### src/rtl/etapa_fetch.sv
// rtl/etapa_fetch.sv - instruction fetch stage with IF/ID pipeline register
// Optional FETCH_STATS_EN adds saturating stall/flush counters.
module etapa_fetch #(
  parameter int unsigned              ADDR_W    = 32,
  parameter int unsigned              INSTR_W   = 32,
  parameter logic [ADDR_W-1:0]        RESET_PC  = '0,
  parameter logic [ADDR_W-1:0]        PC_STEP   = ADDR_W'(4),
  parameter logic [INSTR_W-1:0]       NOP_INSTR = '0
) (
  input  logic                clk,
  input  logic                rst,
  input  logic                PC_EN,
  input  logic                F_Reg_EN,
  input  logic                branch_taken,
  input  logic [ADDR_W-1:0]   branch_target,
  output logic [ADDR_W-1:0]   imem_addr,
  input  logic [INSTR_W-1:0]  imem_rdata,
  output logic [INSTR_W-1:0]  instr_F,
  output logic [ADDR_W-1:0]   pc_F,
  output logic                valid_F
`ifdef FETCH_STATS_EN
  ,
  output logic [31:0]         stall_cnt,
  output logic [31:0]         flush_cnt
`endif
);

  typedef enum logic {BOOT = 1'b0, RUN = 1'b1} state_t;

  state_t            state_q, state_d;
  logic [ADDR_W-1:0] pc_q, next_pc;
  logic              pc_adv, ifid_load, ifid_squash, ifid_boot;

  always_ff @(posedge clk or posedge rst) begin
    if (rst) state_q <= BOOT;
    else     state_q <= state_d;
  end

  always_comb begin
    state_d = state_q;
    case (state_q)
      BOOT:    state_d = RUN;
      RUN:     state_d = RUN;
      default: state_d = BOOT;
    endcase
  end

  // Branch squash outranks the load-use hold: the held ID instruction is wrong-path.
  always_comb begin
    pc_adv      = 1'b0;
    ifid_load   = 1'b0;
    ifid_squash = 1'b0;
    ifid_boot   = 1'b0;
    case (state_q)
      BOOT: ifid_boot = 1'b1;
      RUN: begin
        pc_adv = PC_EN;
        if (branch_taken) ifid_squash = 1'b1;
        else              ifid_load   = F_Reg_EN;
      end
      default: ifid_boot = 1'b1;
    endcase
  end

  always_comb begin
    if (branch_taken) next_pc = branch_target;
    else if (pc_adv)  next_pc = pc_q + PC_STEP;
    else              next_pc = pc_q;
  end

  // The memory registers this address, so its data lines up with pc_q next cycle.
  assign imem_addr = rst ? RESET_PC : next_pc;

  always_ff @(posedge clk or posedge rst) begin
    if (rst) pc_q <= RESET_PC;
    else     pc_q <= next_pc;
  end

  always_ff @(posedge clk or posedge rst) begin
    if (rst) begin
      instr_F <= NOP_INSTR;
      pc_F    <= '0;
      valid_F <= 1'b0;
    end else if (ifid_squash) begin
      instr_F <= NOP_INSTR;
      pc_F    <= pc_q;
      valid_F <= 1'b0;
    end else if (ifid_boot) begin
      instr_F <= NOP_INSTR;
      valid_F <= 1'b0;
    end else if (ifid_load) begin
      instr_F <= imem_rdata;
      pc_F    <= pc_q;
      valid_F <= 1'b1;
    end
  end

`ifdef FETCH_STATS_EN
  always_ff @(posedge clk or posedge rst) begin
    if (rst) begin
      stall_cnt <= '0;
      flush_cnt <= '0;
    end else if (state_q == RUN) begin
      if (branch_taken && (flush_cnt != 32'hFFFF_FFFF))
        flush_cnt <= flush_cnt + 32'd1;
      if (!branch_taken && !F_Reg_EN && (stall_cnt != 32'hFFFF_FFFF))
        stall_cnt <= stall_cnt + 32'd1;
    end
  end
`endif

endmodule

### config.mk
export PLATFORM = sky130hd
export DESIGN_NAME = etapa_fetch
export DESIGN_NICKNAME = d
export VERILOG_FILES = /design/src/rtl/etapa_fetch.sv
export SDC_FILE = /design/constraint.sdc
export NUM_CORES = 1
export LEC_CHECK = 0
export ABC_AREA = 1
export ABC_CLOCK_PERIOD_IN_PS = 4900
export CORE_MARGIN = 8
export CORE_UTILIZATION = 30
export CTS_CLUSTER_SIZE = 40
export DETAILED_ROUTE_END_ITERATION = 10
export GPL_ROUTABILITY_DRIVEN = 1
export GPL_TIMING_DRIVEN = 0
export SLEW_MARGIN = 20
export SYNTH_ARGS = -nofsm -noshare
export SYNTH_HDL_FRONTEND = slang
export SYNTH_SLANG_ARGS = --single-unit
### constraint.sdc
create_clock -name clk -period 4.9 [get_ports clk]
set_clock_uncertainty 0.05 [all_clocks]
set_input_delay 0.735 -clock clk [delete_from_list [all_inputs] [get_ports clk]]
set_output_delay 0.735 -clock clk [all_outputs]
set_load 0.02 [all_outputs]
# == Word level (Yosys, flattened, before mapping) ==
# Index checks and enable logic that the tools add are counted.
# totals
register_bits,98
input_bits,69
output_inout_bits,97
elab_cells,27
# classes
add_sub_neg,1
eq_ne,1
n_mux,17
n_reduce_logical,3
# op_table
op,n
two-way mux 32 bit,9
adder 32 x 3 -> 32 bit (second input constant),1
two-way mux 1 bit,8
nonzero test 2 bit,2
inequality test 3 x 1 -> 1 bit (second input constant),1
AND reduction 2 bit,1

# == Longest topological paths before layout ==
# depth
ltp_word,5
depth_mapped,10
ltp_nobuf,10

# == Worst setup path after synthesis ==
# Ideal clock, no wire load.
# synth_path
path_type,input to output
from,input port rst
to,output port imem_addr[12]
t_arrival_ns,3.209
t_required_ns,4.115
setup_slack_ns,0.906
cell_stages,2
path_buffers,0
cell_sequence,inv_1 and2_1
# synth_between
elab_chain_len,1
# synth_lines
item,line_no,text
start: declaration,11,"input logic rst,"
two-way mux 32 bit,72,assign imem_addr = rst ? RESET_PC : next_pc;
end: declaration,16,"output logic [ADDR_W-1:0] imem_addr,"
# No other way between the ends.

# == Worst setup path in the final report ==
# layout_path
from,input port PC_EN
to,output port imem_addr[26]
# layout_between
elab_chain_len,4
# layout_lines
item,line_no,text
start: declaration,12,"input logic PC_EN,"
two-way mux 1 bit,54,case (state_q)
two-way mux 32 bit,67,else if (pc_adv) next_pc = pc_q + PC_STEP;
two-way mux 32 bit,66,if (branch_taken) next_pc = branch_target;
two-way mux 32 bit,72,
# No other way between the ends.

==> impl_metrics.sql <==
INSERT INTO impl_metrics (metric_group, metric, value, unit) VALUES
('outcome', 'outcome', 'finished, final reports clean', ''),
('global_routing', 'grt_antenna_before_repair', '0', ''),
('floorplan', 'ioPinCount', '166', ''),
('worst_setup_path', 'worst_r2r_path_depth', '10', ''),
('synth', 'yosysSeqAreaShare', '50.3', '%'),
('clock_network', 'clock_latency', '350', 'ps'),
('clock_network', 'post_cts_resized', '0', ''),
('power_and_ir_drop', 'power.leakage', '0.00321', 'µW'),
('global_routing', 'grtUsageMet2', '23.8', '%'),
('worst_setup_path', 'timing.critical_path.cells', 'clkdlybuf4s50_1, nand2_2, buf_6, inv_2, nand3_2, nor2_2, nand4_1, nand3_1, nand2_1, nor2_1, clkdlybuf4s50_1', ''),
('worst_setup_path', 'worst-setup-path-type', 'in2out', ''),
('drt', 'via_count', '4453', ''),
('power_and_ir_drop', 'power.net_switching', '637', 'µW'),
('worst_setup_path', 'worst_path_largest_cell_delay', '610', 'ps'),
('drt', 'tritonroute_pass_1_iters', '4', ''),
('clock_network', 'number_of_post_cts_setup_repair_buffers', '0', ''),
('drt', 'wl_per_cell', '15.6', 'µm'),
('power_and_ir_drop', 'vdd_ir_drop_max', '192', 'µV'),
('clock_network', 'cts_max_path_buffers', '2', ''),
('synth', 'syn-num-nets', '688', ''),
('floorplan', 'start_util', '30.7', '%'),
('worst_setup_path', 'timing.critical_path.from_type', 'input pin', ''),
('global_routing', 'use_met1', '20.3', '%'),
('sta', 'slew-limit-headroom', '48.8', '%'),
('clock_network', 'clk_pin_slew_worst_paths', '70', 'ps'),
('cells_and_area', 'num-nets-final', '864', ''),
('floorplan', 'fp-row-count', '46', ''),
('global_routing', 'grt_use_total', '15.4', '%'),
('sta', 'setup_total_negative_slack', '0', 'ps'),
('clock_network', 'cts_inserted_buffers', '9', ''),
('hold_path', 'hold_path_depth', '2', ''),
('worst_setup_path', 'endpoint_required_time_on_the_critical_path', '4120', 'ps'),
('floorplan', 'die-area', '0.0206', 'mm²'),
('cells_and_area', 'post_route_cells_drive_above_1_share', '9.26', '%'),
('global_routing', 'grt_pass1_wl', '24.0', 'mm'),
('power_and_ir_drop', 'p_int', '1530', 'µW'),
('worst_setup_path', 'critical_path.reg2reg.startpoint', 'pc_q[3]$_DFF_PP0_', ''),
('cells_and_area', 'layout-area-overhead-vs-synth', '46.2', '%'),
('place', 'dp_hpwl', '12.4', 'mm'),
('sta', 'tightest_slew', '768', 'ps'),
('sta', 'fin_crit', '3690', 'ps'),
('cells_and_area', 'n_antenna_cell', '0', ''),
('floorplan', 'die_y', '143', 'µm'),
('synth', 'postSynthAreaPerCell', '7.89', 'µm²'),
('power_and_ir_drop', 'seqPwrFrac', '43.2', '%'),
('drt', 'detail_route.iter0.violations', '345', ''),
('synth', 'ys_seq_elements', '98', ''),
('synth', 'synthesis.instances', '618', ''),
('global_routing', 'first_global_vias', '4364', ''),
('clock_network', 'clock-sinks', '98', ''),
('worst_setup_path', 'crit_path_start', 'PC_EN', ''),
('global_routing', 'use_met3', '3.88', '%'),
('drt', 'vias_per_cell', '4.39', ''),
('worst_setup_path', 'crit_slowest_cell', 'clkdlybuf4s50_1', ''),
('sta', 'hold_violations', '0', ''),
('power_and_ir_drop', 'power.clock.fraction', '33.6', '%'),
('worst_setup_path', 'critPathMaxFanout', '10', ''),
('drt', 'route.detailed.drc', '0', ''),
('sta', 'final-max-slew-violation-count', '0', ''),
('sta', 'report.final.setup_viol', '0', ''),
('power_and_ir_drop', 'cellPowerDensity', '304', 'mW/mm²'),
('clock_network', 'cts_hold_buffers', '0', ''),
('worst_setup_path', 'timing.critical_path.mode_cell', 'clkdlybuf4s50_1', ''),
('floorplan', 'floorplan.die.width', '143', 'µm'),
('clock_network', 'clockRootBuffer', 'clkbuf_16', ''),
('global_routing', 'grt.overflow.total', '0', ''),
('hold_path', 'min_path_type', 'reg2reg', ''),
('global_routing', 'global_route.peak_usage_layer', 'met2', ''),
('synth', 'synth_top_area_share', '50.3', '%'),
('sta', 'rsz0062_at_grt', 'no', ''),
('worst_setup_path', 'crit_path_end_kind', 'output port', '');
through the flow:
step                      setup WS, ps  power, µW  util (%)  area (µm²)  cells
final                             1210       2170      44.9        7130   1015
after global routing              1050       2280      44.9        7130   1015
after CTS                         1160       2190      44.9        7130   1015
after detailed placement          1180       1460      42.9        6820    999
after global placement           -1120       1450      42.7        6790    998
after floorplan                    906       1190         -        4880    618
logic make-up (layout without fill, tap and decap cells):
logic type,after synthesis,count (layout),synth area share [%]
simple gates,287,287,27.1
buf+inv,123,304,9.91
compound gates,101,101,10.9
flops,98,98,50.3
mux,5,5,1.15
xor+xnor,2,2,0.359
fa+ha+maj,1,1,0.257
other cells,1,1,0.0769
state kept, by name (all words and copies together) (netlist names):
signal and cells:
instr_F 32, pc_F 32, pc_q 32, state_q 1
valid_F 1
layout by cell type, fill, tap and decap left out, types with 3 or more instances in the layout:
cell type | Yosys | routed
o21ai_0 | 69 | 69
inv_1 | 95 | 94
clkbuf_16 | 0 | 9
nand2_1 | 164 | 164
nand3_2 | 3 | 3
inv_2 | 5 | 5
nand2_2 | 3 | 3
nand3_1 | 46 | 46
clkdlybuf4s50_1 | 0 | 164
nor2_1 | 32 | 32
o21ai_2 | 5 | 5
or2_2 | 11 | 11
buf_2 | 8 | 8
dfrtp_1 | 98 | 98
o21ai_1 | 8 | 8
nand4_1 | 9 | 9
a21oi_1 | 17 | 17
mux2_2 | 5 | 5
nor2_2 | 5 | 5
clkbuf_1 | 11 | 12
nor2_4 | 6 | 6
power by group through the flow:
stage	clock [µW]	combinational (µW)	sequential (µW)
finish	728	502	936
global route	782	547	946
CTS	747	511	937
detailed placement	0	508	952
global placement	0	503	950
floorplan	0	191	997
worst max-delay path: cells and delay by family:
kind,cells,cell delay (ps)
and+or+nand+nor,7,790
buffers and inverters,4,1390
synthesized netlist by cell type, drive strengths merged:
cell type and instances:
mux2 5, nand3b 2, buf 12, nor3 1, clkbuf 11, and2 1, nor2 44, nand2 168
o21ai 82, nand3 50, ha 1, nand4 9, o211ai 1, inv 100, conb 1, a21oi 18
or2 12, xor2 2, dfrtp 98
routing by layer:
layer,routed length [µm],up-vias
met1,7310,2006
met2,7010,142
met4,260,0
met5,0,-
met3,1240,13
li1,-,2292
worst max-delay path by stage:
stage / end / depth (start not counted)
finish: imem_addr[26] / 11
global route: imem_addr[26] / 11
CTS: imem_addr[26] / 11
detailed placement: imem_addr[26] / 11
global placement: imem_addr[12] / 4
floorplan: imem_addr[12] / 2
area by class of cell:
type                    instances  area (µm²)
well taps                     216         270
multi-input cells             397        1940
clock buffers                  12         256
repair buffers                165        1670
flip-flops and latches         98        2450
fillers                      1631        8760
inverters                     100         380
plain buffers                  23         108
clock inverters                 4        50.0
No activity file was read; power rests on OpenSTA's default activity.
